## config.mk

```make
export PLATFORM = sky130hd
export DESIGN_NAME = exec_unit_xy_flat
export DESIGN_NICKNAME = d
export VERILOG_FILES = /design/src/rtl/exec_unit_xy_if.sv /design/src/rtl/exec_unit_xy.sv /design/src/flat_wrapper.sv
export SDC_FILE = /design/constraint.sdc
export NUM_CORES = 1
export LEC_CHECK = 0
export ABC_AREA = 1
export CORE_ASPECT_RATIO = 1.5
export CORE_UTILIZATION = 55
export DETAILED_ROUTE_END_ITERATION = 7
export GPL_TIMING_DRIVEN = 1
export PLACE_DENSITY = 0.81
export RECOVER_POWER = 25
export SYNTH_ARGS = -nofsm -noshare
export SYNTH_HDL_FRONTEND = slang
export SYNTH_SLANG_ARGS = --single-unit
```

## constraint.sdc

```tcl
create_clock -name clk -period 2.3 [get_ports clk]
set_input_delay 0.23 -clock clk [delete_from_list [all_inputs] [get_ports clk]]
set_output_delay 0.23 -clock clk [all_outputs]
set_load 0.005 [all_outputs]
```

## src/rtl/exec_unit_xy_if.sv

```systemverilog
// Microcommand/flag bus between the control automaton (master) and exec_unit_xy (slave).
// Carries t1..t9, the operand bus, the result register and the condition/status flags.
interface exec_unit_xy_if #(
  parameter int WIDTH = 8
);
  logic             t1, t2, t3, t4, t5, t6, t7, t8, t9;
  logic [WIDTH-1:0] din;
  logic [WIDTH-1:0] dout;
  logic             done;
  logic             x;
  logic             y;
  logic             err;
  logic             ovf;

  modport master (
    output t1, t2, t3, t4, t5, t6, t7, t8, t9, din,
    input  dout, done, x, y, err, ovf
  );

  modport slave (
    input  t1, t2, t3, t4, t5, t6, t7, t8, t9, din,
    output dout, done, x, y, err, ovf
  );
endinterface

```

## src/rtl/exec_unit_xy.sv

```systemverilog
// Execution unit driven by microcommands t1..t9: accumulator A, operand B, counter N, output DOUT.
// Optional sticky signed-overflow flag enabled by defining OVF_FLAG_EN (otherwise ovf is tied low).
module exec_unit_xy #(
  parameter int WIDTH = 8,
  parameter int CW    = 4
) (
  input logic           clk,
  input logic           res,
  exec_unit_xy_if.slave bus
);

  logic [WIDTH-1:0] a;
  logic [WIDTH-1:0] b;
  logic [CW-1:0]    n;
  logic [WIDTH-1:0] dout_q;
  logic             done_q;
  logic             err_q;
  logic [WIDTH-1:0] sum;
  logic [WIDTH-1:0] diff;

  assign sum  = a + b;
  assign diff = a - b;

  // A path: only the highest-priority command is applied (t1 > t3 > t4 > t7 > t8).
  always_ff @(posedge clk or posedge res) begin
    if (res) begin
      a <= '0;
    end else if (bus.t1) begin
      a <= bus.din;
    end else if (bus.t3) begin
      a <= sum;
    end else if (bus.t4) begin
      a <= diff;
    end else if (bus.t7) begin
      a <= {a[WIDTH-2:0], 1'b0};
    end else if (bus.t8) begin
      a <= {1'b0, a[WIDTH-1:1]};
    end
  end

  always_ff @(posedge clk or posedge res) begin
    if (res) begin
      b <= '0;
    end else if (bus.t2) begin
      b <= bus.din;
    end
  end

  // Decrementing an empty counter leaves it at zero and latches err until reset.
  always_ff @(posedge clk or posedge res) begin
    if (res) begin
      n     <= '0;
      err_q <= 1'b0;
    end else if (bus.t5) begin
      n <= bus.din[CW-1:0];
    end else if (bus.t6) begin
      if (n == '0) begin
        err_q <= 1'b1;
      end else begin
        n <= n - CW'(1);
      end
    end
  end

  always_ff @(posedge clk or posedge res) begin
    if (res) begin
      dout_q <= '0;
      done_q <= 1'b0;
    end else begin
      done_q <= bus.t9;
      if (bus.t9) begin
        dout_q <= a;
      end
    end
  end

  assign bus.dout = dout_q;
  assign bus.done = done_q;
  assign bus.err  = err_q;
  assign bus.x    = (n == '0);
  assign bus.y    = a[WIDTH-1];

`ifdef OVF_FLAG_EN
  logic ovf_q;
  logic add_ovf;
  logic sub_ovf;

  assign add_ovf = (a[WIDTH-1] == b[WIDTH-1]) && (sum[WIDTH-1]  != a[WIDTH-1]);
  assign sub_ovf = (a[WIDTH-1] != b[WIDTH-1]) && (diff[WIDTH-1] != a[WIDTH-1]);

  // Only counts when the add/sub actually wins the A-path arbitration.
  always_ff @(posedge clk or posedge res) begin
    if (res) begin
      ovf_q <= 1'b0;
    end else if (!bus.t1 && ((bus.t3 && add_ovf) || (!bus.t3 && bus.t4 && sub_ovf))) begin
      ovf_q <= 1'b1;
    end
  end

  assign bus.ovf = ovf_q;
`else
  assign bus.ovf = 1'b0;
`endif

endmodule

```

## src/flat_wrapper.sv

```systemverilog
// flat-port wrapper written by rule: the top's interface ports become plain ports
module exec_unit_xy_flat 
#(
  parameter int WIDTH = 8,
  parameter int CW    = 4
)
  (clk, res, bus_t1, bus_t2, bus_t3, bus_t4, bus_t5, bus_t6, bus_t7, bus_t8, bus_t9, bus_din, bus_dout, bus_done, bus_x, bus_y, bus_err, bus_ovf);
  exec_unit_xy_if #(.WIDTH(WIDTH)) bus_i ();
  input logic clk;
  input logic res;
  input wire logic [$bits(bus_i.t1)-1:0] bus_t1;
  input wire logic [$bits(bus_i.t2)-1:0] bus_t2;
  input wire logic [$bits(bus_i.t3)-1:0] bus_t3;
  input wire logic [$bits(bus_i.t4)-1:0] bus_t4;
  input wire logic [$bits(bus_i.t5)-1:0] bus_t5;
  input wire logic [$bits(bus_i.t6)-1:0] bus_t6;
  input wire logic [$bits(bus_i.t7)-1:0] bus_t7;
  input wire logic [$bits(bus_i.t8)-1:0] bus_t8;
  input wire logic [$bits(bus_i.t9)-1:0] bus_t9;
  input wire logic [$bits(bus_i.din)-1:0] bus_din;
  output wire logic [$bits(bus_i.dout)-1:0] bus_dout;
  output wire logic [$bits(bus_i.done)-1:0] bus_done;
  output wire logic [$bits(bus_i.x)-1:0] bus_x;
  output wire logic [$bits(bus_i.y)-1:0] bus_y;
  output wire logic [$bits(bus_i.err)-1:0] bus_err;
  output wire logic [$bits(bus_i.ovf)-1:0] bus_ovf;
  assign bus_i.t1 = bus_t1;
  assign bus_i.t2 = bus_t2;
  assign bus_i.t3 = bus_t3;
  assign bus_i.t4 = bus_t4;
  assign bus_i.t5 = bus_t5;
  assign bus_i.t6 = bus_t6;
  assign bus_i.t7 = bus_t7;
  assign bus_i.t8 = bus_t8;
  assign bus_i.t9 = bus_t9;
  assign bus_i.din = bus_din;
  assign bus_dout = bus_i.dout;
  assign bus_done = bus_i.done;
  assign bus_x = bus_i.x;
  assign bus_y = bus_i.y;
  assign bus_err = bus_i.err;
  assign bus_ovf = bus_i.ovf;
  exec_unit_xy #(.WIDTH(WIDTH), .CW(CW)) u_core (.clk(clk), .res(res), .bus(bus_i));
endmodule
```

Yosys cells after proc, flatten, opt, wreduce, memory -nomap -nowiden
Index checks and enable logic that the tools add are counted.
- register bits: 30
- latch bits: 0
- bits in writable memories: 0
- memory bits (read-only): 0
- input bits: 19
- output and inout port bits: 13
- word-level logic and storage cells: 24
- memories: 0
- add/subtract/negate cells: 3
- multiply operators: 0
- div/mod/pow operators: 0
- magnitude comparators: 0
- eq/ne operators: 1
- shifts and indexed selects: 0
- muxes and demuxes: 8
- bitwise operators: 1
- reductions and logical operators: 5
- operators by type and width (operator ; number):
    2-to-1 mux 8 bit ; 5
    2-to-1 mux 4 bit ; 3
    adder 8 bit ; 1
    subtractor 8 bit ; 1
    nonzero test 5 bit ; 1
    logical NOT 4 bit ; 1
    subtractor 4 x 1 -> 4 bit, second input constant ; 1
    AND reduction 3 bit ; 1
    != test 2 bit, second input constant ; 1
    AND reduction 2 bit ; 1
    nonzero test 2 bit ; 1
    NOT 1 bit ; 1

Longest topological paths before layout
Gate-level depths: netlist of the first run.
- word-level depth: 5
- depth in mapped cells: 15
- gate-level depth less buffers: 15

Worst setup path after synthesis of the first run
Ideal clock, no wire load.
- path kind: reg2reg
- from: register u_core.a[0]
- to: register u_core.a[2]
- setup time: 123 ps
- arrival: 1619 ps
- required time: 2177 ps
- slack: 559 ps
- cell stages (with the launch flop): 10
- path buffers: 0
- period minus slack after synthesis: 1741 ps
- cell sequence: dfrtp_1 > inv_1 > ha_1 > inv_1 > fa_1 > or2_2 > a21oi_1 > nor3_1 > o22ai_1 > nand2_1
- cells in the longest elaborated chain, start to end: 4
- elaborated cells on any way between the ends: 5
- classes of those cells: add/sub: 2; mux: 3
- RTL lines (what ; line ; source):
    start: declaration ; exec_unit_xy.sv:12 ; logic [WIDTH-1:0] a;
    start signal: assignment ; exec_unit_xy.sv:29 ; a <= bus.din;
    start signal: assignment ; exec_unit_xy.sv:31 ; a <= sum;
    start signal: assignment ; exec_unit_xy.sv:33 ; a <= diff;
    subtractor 8 bit ; exec_unit_xy.sv:22 ; assign diff = a - b;
    2-to-1 mux 8 bit ; exec_unit_xy.sv:32 ; end else if (bus.t4) begin
    2-to-1 mux 8 bit * ; exec_unit_xy.sv:30 ; end else if (bus.t3) begin
    2-to-1 mux 8 bit * ; exec_unit_xy.sv:28 ; end else if (bus.t1) begin
Mark *: on every way between the ends. The rest lies on a longest branch, timed or not.
A chain may end at the register's enable or synchronous reset.

Worst setup path in the final report of the first run
- from: register u_core.n[0]
- to: output bus_x
- cells in the longest elaborated chain, start to end: 1
- RTL lines (what ; line ; source):
    start: declaration ; exec_unit_xy.sv:14 ; logic [CW-1:0] n;
    start signal: assignment ; exec_unit_xy.sv:55 ; n <= bus.din[CW-1:0];
    start signal: assignment ; exec_unit_xy.sv:60 ; n <= n - CW'(1);
    logical NOT 4 bit ; exec_unit_xy.sv:80 ; assign bus.x = (n == '0);
    end: declaration ; flat_wrapper.sv:23 ; output wire logic [$bits(bus_i.x)-1:0] bus_x;
No other way between the ends.

==> key figures, run 1 <==
Run status
  – Status: complete, but fails checks
  – Failing checks: max-capacitance violations, max-slew violations

Final layout
  – Post-Layout Inst Area: 2620 um^2
  – # fillers: 314
  – P&R area growth vs syn: 18.9%
  – ANT cells: 0
  – Ratio of cells with drive above 1 in the final layout: 0.0801
  – NumNets Final: 372

STA
  – Final Hold Viols: 0
  – Max-slew violations: 31
  – Worst slew pin tran: 1.63 ns
  – RSZ-0062 raised after global routing: false
  – Min Tclk post-route: 1.94 ns
  – Max Clock Skew: 0.00733 ns
  – Part of the cycle the worst path needs: 0.844
  – Final setup fails: 0
  – Hold slack: 0.481 ns
  – Slew Limit Headroom: -0.0839
  – Max Fclk: 515 MHz
  – Final setup TNS: 0 ns

CTS
  – TritonCTS Buffers: 5
  – CTS tree: yes
  – Clock slew at reported path FFs: 0.06 ns
  – Clock Path Buffers: 2
  – Post-cts hold buffer count: 0
  – Clk Latency, worst-skew pair: 0.28 ns
  – CTS resizes: 0
  – Post-CTS Setup Bufs: 0
  – Sink Count: 30
  – Clock Tree Root: clkbuf_8
  – H-tree depth: 2

Floorplanning
  – Starting Density: 0.589
  – Chip height: 79.6 um
  – Die width: 53.7 um
  – Row count: 27
  – Core Region: 3750 um^2
  – Die area: 4280 um^2
  – Num ports: 32

Placed design
  – Placer Congestion: 0.919
  – DP Area: 2530 um^2
  – Buffers added on ports: 30
  – DPL Wire Length: 4130 um

Setup path
  – Worst endpoint data arrival time: 1.71 ns
  – R2R Path End: u_core.a[5]$_DFFE_PP0P_
  – Crit Path Class: reg2out
  – Reg2reg setup slack: 0.41 ns
  – CP startpoint kind: flip-flop
  – Crit Path Max Fanout: 3
  – Critical path endpoint category: output pin
  – Worst r2r src: u_core.a[2]$_DFFE_PP0P_
  – R2R depth: 12
  – Crit path required time: 2.07 ns

Routing
  – Post-DRT Antenna Nets: 0
  – Vias: 2105
  – Routed wire length per instance: 14.2 um
  – DRC: 0
  – First-pass DRT Iterations: 5
  – Routed wire length: 5410 um
  – Number of vias per cell: 5.54
  – 1st-iter DRT viols: 88

Yosys
  – Compound-gate portion of the synthesized area: 0.128
  – Mux share of post-synthesis cell area: 0.0306
  – #FFs+latches synth: 30
  – Cells after synthesis: 305
  – Mean post-synth cell area: 7.24 um^2
  – Synth cell types: 33
  – Post-synthesis adder-cell area fraction: 0.103
  – Simple-gate share of the synthesized area: 0.277
  – XOR/XNOR Fraction of Synth Area: 0.0159
  – Synthesized cell area: 2210 um^2
  – Post-synthesis net count: 341
  – Sequential fraction of the synthesis area: 0.340
  – YS warnings: 0
  – Largest family of logic cells by synthesized area: simple AND/OR/NAND/NOR gates

Power
  – Switching share of total power: 0.375
  – Logic pwr share: 0.406
  – Power per cell area: 725 nW/um^2
  – Switching Power: 0.000713 W
  – Flop pwr share: 0.361
  – Clock Power Share: 0.233
  – P_int: 0.00119 W
  – Peak supply drop: 0.671 mV
  – Pleak: 1.32 nW

Global route
  – Remaining Overflow, GRT: 0
  – Vias in the first global route: 2145
  – Largest net degree at the start of global routing: 31
  – Aggregate global-route resource usage: 0.301
  – First-pass GRT wire length: 9370 um
  – Initial antenna violation count: 0

Min path
  – Hold Path Origin: u_core.bus.err$_DFFE_PP0P_
  – Hold depth: 1
  – Tightest Hold Check Type: reg2reg
  – Min-Delay Endpoint: u_core.bus.err$_DFFE_PP0P_

Job
  – Total of max-cap violations: 1
==> placed cells by master (no fill, tap or decap), types with 2 or more instances in the layout <==
cell type         n
o221ai_1          2
o22ai_1           2
fa_1              2
nand4_1           5
nand3_2           3
clkdlybuf4s50_1  30
mux2_2            6
nand3_1          25
a21oi_1          15
or2_2             3
o211ai_1          3
xnor2_1           2
o21ai_0          20
nand2_1          80
xor2_1            2
nand2_2           3
inv_1            48
a31oi_1           3
clkbuf_8          6
nor2_1           18
ha_1             15
dfrtp_1          30
==> layout make-up <==
type                    count  area [um^2]  area share
clock inverters             2         12.5     0.00477
inverters                  49          184      0.0701
flip-flops and latches     30          751       0.286
repair buffers             32          312       0.119
clock buffers               6         82.6      0.0315
well taps                  43         53.8      0.0205
multi-input cells         218         1230       0.468
==> cells by family after synthesis <==
family,after synthesis
buf+inv,57
fa+ha+maj,17
xor+xnor,4
other cells,1
simple gates,140
flops,30
compound gates,50
mux,6
==> worst max-delay path, stage by stage (launching register included) <==
cell and delay (ns):
dfrtp_1 0.41, inv_1 0.09, ha_1 0.18, nand2_1 0.08
nor2_1 0.14, clkdlybuf4s50_1 0.53
==> metrics by stage <==
step                power [W]  utilization  instances  worst slack [ns]
floorplan             0.00120            -        305             0.559
global placement      0.00144        0.675        372             0.460
detailed placement    0.00145        0.675        372             0.422
CTS                   0.00190        0.701        380             0.357
global route          0.00205        0.700        380             0.149
finish                0.00190        0.700        380             0.359
==> registers in the layout, summed over array words and instances (netlist names) <==
| register | cells |
|---|---|
| u_core.a | 8 |
| u_core.b | 8 |
| u_core.bus.dout | 8 |
| u_core.n | 4 |
| u_core.bus.done | 1 |
| u_core.bus.err | 1 |
==> metal layers <==
layer	routed length [um]	track usage	vias up
met4	158	0.137	0
met1	2350	0.356	980
met3	242	0.0514	17
li1	-	-	1043
met2	2660	0.511	65
met5	0	0	-
==> cell usage after synthesis <==
library cell | number | area (um^2)
a21oi_1 | 15 | 75.1
a22oi_1 | 1 | 7.51
a31o_2 | 1 | 8.76
a31oi_1 | 3 | 18.8
and2_1 | 1 | 6.26
buf_2 | 5 | 25.0
buf_4 | 2 | 15.0
clkbuf_1 | 1 | 3.75
conb_1 | 1 | 3.75
dfrtp_1 | 30 | 751
fa_1 | 2 | 40.0
ha_1 | 15 | 188
inv_1 | 48 | 180
inv_2 | 1 | 3.75
mux2_2 | 6 | 67.6
nand2_1 | 80 | 300
nand2_2 | 3 | 18.8
nand3_1 | 25 | 125
nand3_2 | 3 | 30.0
nand4_1 | 5 | 31.3
nor2_1 | 18 | 67.6
nor3_1 | 1 | 5.00
o211ai_1 | 3 | 22.5
o21ai_0 | 20 | 100
o21ai_1 | 1 | 5.00
o21bai_1 | 1 | 7.51
o221ai_1 | 2 | 17.5
o22ai_1 | 2 | 12.5
o31ai_1 | 1 | 7.51
or2_2 | 3 | 18.8
or2_4 | 1 | 8.76
xnor2_1 | 2 | 17.5
xor2_1 | 2 | 17.5
==> power groups by stage <==
stage,sequential (W),combinational [W],clock (W)
2_1_floorplan,0.000679,0.000521,0
3_3_place_gp,0.000691,0.000748,0
3_5_place_dp,0.000694,0.000759,0
4_1_cts,0.000685,0.000766,0.000452
5_1_grt,0.000697,0.000872,0.000477
6_report,0.000686,0.000773,0.000443
==> worst max path at each step <==
stage	start	endpoint	slack, ns	cells after the start
5_1_grt	res	u_core.n[1]$_DFFE_PP0P_	0.15	3
6_report	u_core.n[0]$_DFFE_PP0P_	bus_x	0.36	5
3_3_place_gp	u_core.a[2]$_DFFE_PP0P_	u_core.a[5]$_DFFE_PP0P_	0.46	12
2_1_floorplan	u_core.a[0]$_DFFE_PP0P_	u_core.a[2]$_DFFE_PP0P_	0.56	9
3_5_place_dp	u_core.a[0]$_DFFE_PP0P_	u_core.a[2]$_DFFE_PP0P_	0.42	9
4_1_cts	u_core.n[0]$_DFFE_PP0P_	bus_x	0.36	5
(Power assumes the default switching activity.)
==> run 2: changes to the inputs <==
clock period = 1.95 ns   (was 2.3 ns; I/O delays follow)
==> run 2 against run 1 <==
Against the previous run:
- the flow now finishes without violations
- highest routed layer unchanged
- utilization grew 2.4 points
- routed wire length increased by 4.9%
- clock power rose by 9.7%
- final cell count increased by 2.4%
- sequential cell count unchanged
- register-to-register slack got worse by 0.26 ns
- non-clock buffer count up 11
- die area unchanged
- clock-buffer cell count is the same
- via count up 0.90%
- largest cell class unchanged
- critical path depth did not move
- largest power group unchanged
==> key figures, run 2 (synthesis results as in run 1) <==
Placed design
  – DPL Wire Length: 4290 um (was 4130 um)
  – Placer Congestion: 0.912 (was 0.919)
  – DP Area: 2600 um^2 (was 2530 um^2)
  – Buffers added on ports: 30 (unchanged)
  – Placed instance count: 381 (was 372)

Setup path
  – Worst endpoint data arrival time: 1.66 ns (was 1.71 ns)
  – R2R depth: 13 (was 12)
  – R2R Path End: u_core.a[5]$_DFFE_PP0P_ (unchanged)
  – Crit Path Class: reg2out (unchanged)
  – Slowest cell on crit path: clkdlybuf4s50_1 (unchanged)
  – Crit path buf inv count: 2 (unchanged)
  – CP startpoint kind: flip-flop (unchanged)
  – Critical Path End: bus_x (unchanged)
  – Crit path from: u_core.n[0]$_DFFE_PP0P_ (unchanged)
  – Critical path endpoint category: output pin (unchanged)
  – Crit Path Max Fanout: 3 (unchanged)
  – Worst r2r src: u_core.b[2]$_DFFE_PP0P_ (was u_core.a[2]$_DFFE_PP0P_)
  – CP top delay family: buffers and inverters (unchanged)
  – Cell depth of the worst setup path: 5 (unchanged)
  – CP cell instances: inv_1 > ha_1 > nand2_1 > nor2_2 > clkdlybuf4s50_1 (was inv_1 > ha_1 > nand2_1 > nor2_1 > clkdlybuf4s50_1)
  – Reg2reg setup slack: 0.15 ns (was 0.41 ns)
  – Crit path required time: 1.75 ns (was 2.07 ns)
  – CP max stage delay: 0.51 ns (was 0.53 ns)

Power
  – P_int: 0.00144 W (was 0.00119 W)
  – Flop pwr share: 0.346 (was 0.361)
  – Peak supply drop: 0.628 mV (was 0.671 mV)
  – Switching share of total power: 0.369 (was 0.375)
  – Power per cell area: 841 nW/um^2 (was 725 nW/um^2)
  – Logic pwr share: 0.441 (was 0.406)
  – Pleak: 1.37 nW (was 1.32 nW)
  – Switching Power: 0.000841 W (was 0.000713 W)
  – Clock Power Share: 0.213 (was 0.233)

STA
  – Final setup TNS: 0 ns (unchanged)
  – Max Clock Skew: 0.00577 ns (was 0.00733 ns)
  – Final setup fails: 0 (unchanged)
  – Min Tclk post-route: 1.85 ns
  – Final Hold Viols: 0 (unchanged)
  – Worst slew pin tran: 0.746 ns (was 1.63 ns)
  – Slew Limit Headroom: 0.503 (was -0.0839)
  – Max Fclk: 540 MHz
  – RSZ-0062 raised after global routing: false (unchanged)
  – Part of the cycle the worst path needs: 0.950
  – Max-slew violations: 0 (was 31)

Final layout
  – Layout Cells excl Fill: 389 (was 380)
  – Most frequent cells in the layout: nand2_1, inv_1, dfrtp_1 (was nand2_1, inv_1, clkdlybuf4s50_1, dfrtp_1, nand3_1)
  – ANT cells: 0 (unchanged)
  – Post-Layout Inst Area: 2710 um^2 (was 2620 um^2)
  – Ratio of cells with drive above 1 in the final layout: 0.130 (was 0.0801)
  – NumNets Final: 383 (was 372)
  – Commonest non-fill, non-tap cell in the layout: nand2_1 (unchanged)
  – P&R area growth vs syn: 23.0% (was 18.9%)

CTS
  – Clock Path Buffers: 2 (unchanged)
  – Clock Tree Root: clkbuf_8 (unchanged)
  – H-tree depth: 2 (unchanged)
  – Post-cts hold buffer count: 0 (unchanged)
  – TritonCTS Buffers: 5 (unchanged)
  – Sink Count: 30 (unchanged)
  – Clock slew at reported path FFs: 0.06 ns (about the same)
  – Clk Latency, worst-skew pair: 0.28 ns (about the same)
  – CTS tree: yes (unchanged)

Global route
  – Remaining Overflow, GRT: 0 (unchanged)
  – Aggregate global-route resource usage: 0.306 (was 0.301)
  – First-pass GRT wire length: 9360 um (was 9370 um)
  – Initial antenna violation count: 0 (unchanged)
  – Largest net degree at the start of global routing: 31 (unchanged)
  – Vias in the first global route: 2128 (was 2145)

Floorplanning
  – Num ports: 32 (unchanged)
  – Die area: 4280 um^2 (unchanged)
  – Chip height: 79.6 um (unchanged)
  – Row count: 27 (unchanged)
  – Starting Density: 0.589 (unchanged)
  – Core Region: 3750 um^2 (unchanged)
  – Die width: 53.7 um (unchanged)

Routing
  – Routed wire length: 5680 um (was 5410 um)
  – First-pass DRT Iterations: 4 (was 5)
  – Number of vias per cell: 5.46 (was 5.54)
  – 1st-iter DRT viols: 107 (was 88)
  – Post-DRT Antenna Nets: 0 (unchanged)
  – Vias: 2124 (was 2105)
  – Routed wire length per instance: 14.6 um (was 14.2 um)
  – DRC: 0 (unchanged)

Run status
  – Status: finished clean (was complete, but fails checks)

Min path
  – Tightest Hold Check Type: reg2reg (unchanged)

Job
  – Total of max-cap violations: 0 (was 1)
## run 2: worst min path at each step
stage,end,startpoint,cells after the start
5_1_grt,u_core.bus.dout[5]$_DFFE_PP0P_,u_core.bus.dout[5]$_DFFE_PP0P_,1
6_report,u_core.bus.err$_DFFE_PP0P_,u_core.bus.err$_DFFE_PP0P_,1
3_5_place_dp,u_core.bus.err$_DFFE_PP0P_,u_core.bus.err$_DFFE_PP0P_,1
2_1_floorplan,u_core.bus.done$_DFF_PP0_,bus_t9,0
4_1_cts,u_core.a[5]$_DFFE_PP0P_,res,3
3_3_place_gp,u_core.bus.err$_DFFE_PP0P_,u_core.bus.err$_DFFE_PP0P_,1
## run 2: final cells by class
type                            count  area, um^2
Timing Repair Buffer               43         395
Tap cell                           43        53.8
Inverter                           49         184
Multi-Input combinational cell    218        1250
Clock buffer                        6        82.6
Sequential cell                    30         751
Fill cell                         293        1040
## run 2: what timing repair did
action | CTS | global route
setup endpoints to repair | 0 | 5
gates resized for setup | 0 | 9
setup buffers | 0 | 2
## run 2: layer usage
layer / vias up / GRT usage / wire length, um
met2: 74 / 0.505 / 2920
met1: 959 / 0.353 / 2240
met3: 20 / 0.0590 / 270
li1: 1071 / - / -
met5: - / 0 / 0
met4: 0 / 0.179 / 245
## run 2: through the flow
stage	hold slack, ns	total power, W	util	setup WS (ns)
floorplan	0.226	0.00142	-	0.209
global placement	0.464	0.00174	0.693	0.187
detailed placement	0.473	0.00176	0.693	0.111
CTS	0.298	0.00226	0.715	0.0687
global route	0.517	0.00245	0.724	0.000662
finish	0.501	0.00228	0.724	0.0983
## run 2: power groups by stage
| stage | combinational [W] | clock [W] | sequential, W |
|---|---|---|---|
| floorplan | 0.000614 | 0 | 0.000801 |
| global placement | 0.000947 | 0 | 0.000790 |
| detailed placement | 0.000965 | 0 | 0.000794 |
| CTS | 0.000973 | 0.000499 | 0.000786 |
| global route | 0.00113 | 0.000520 | 0.000801 |
| finish | 0.00101 | 0.000486 | 0.000789 |
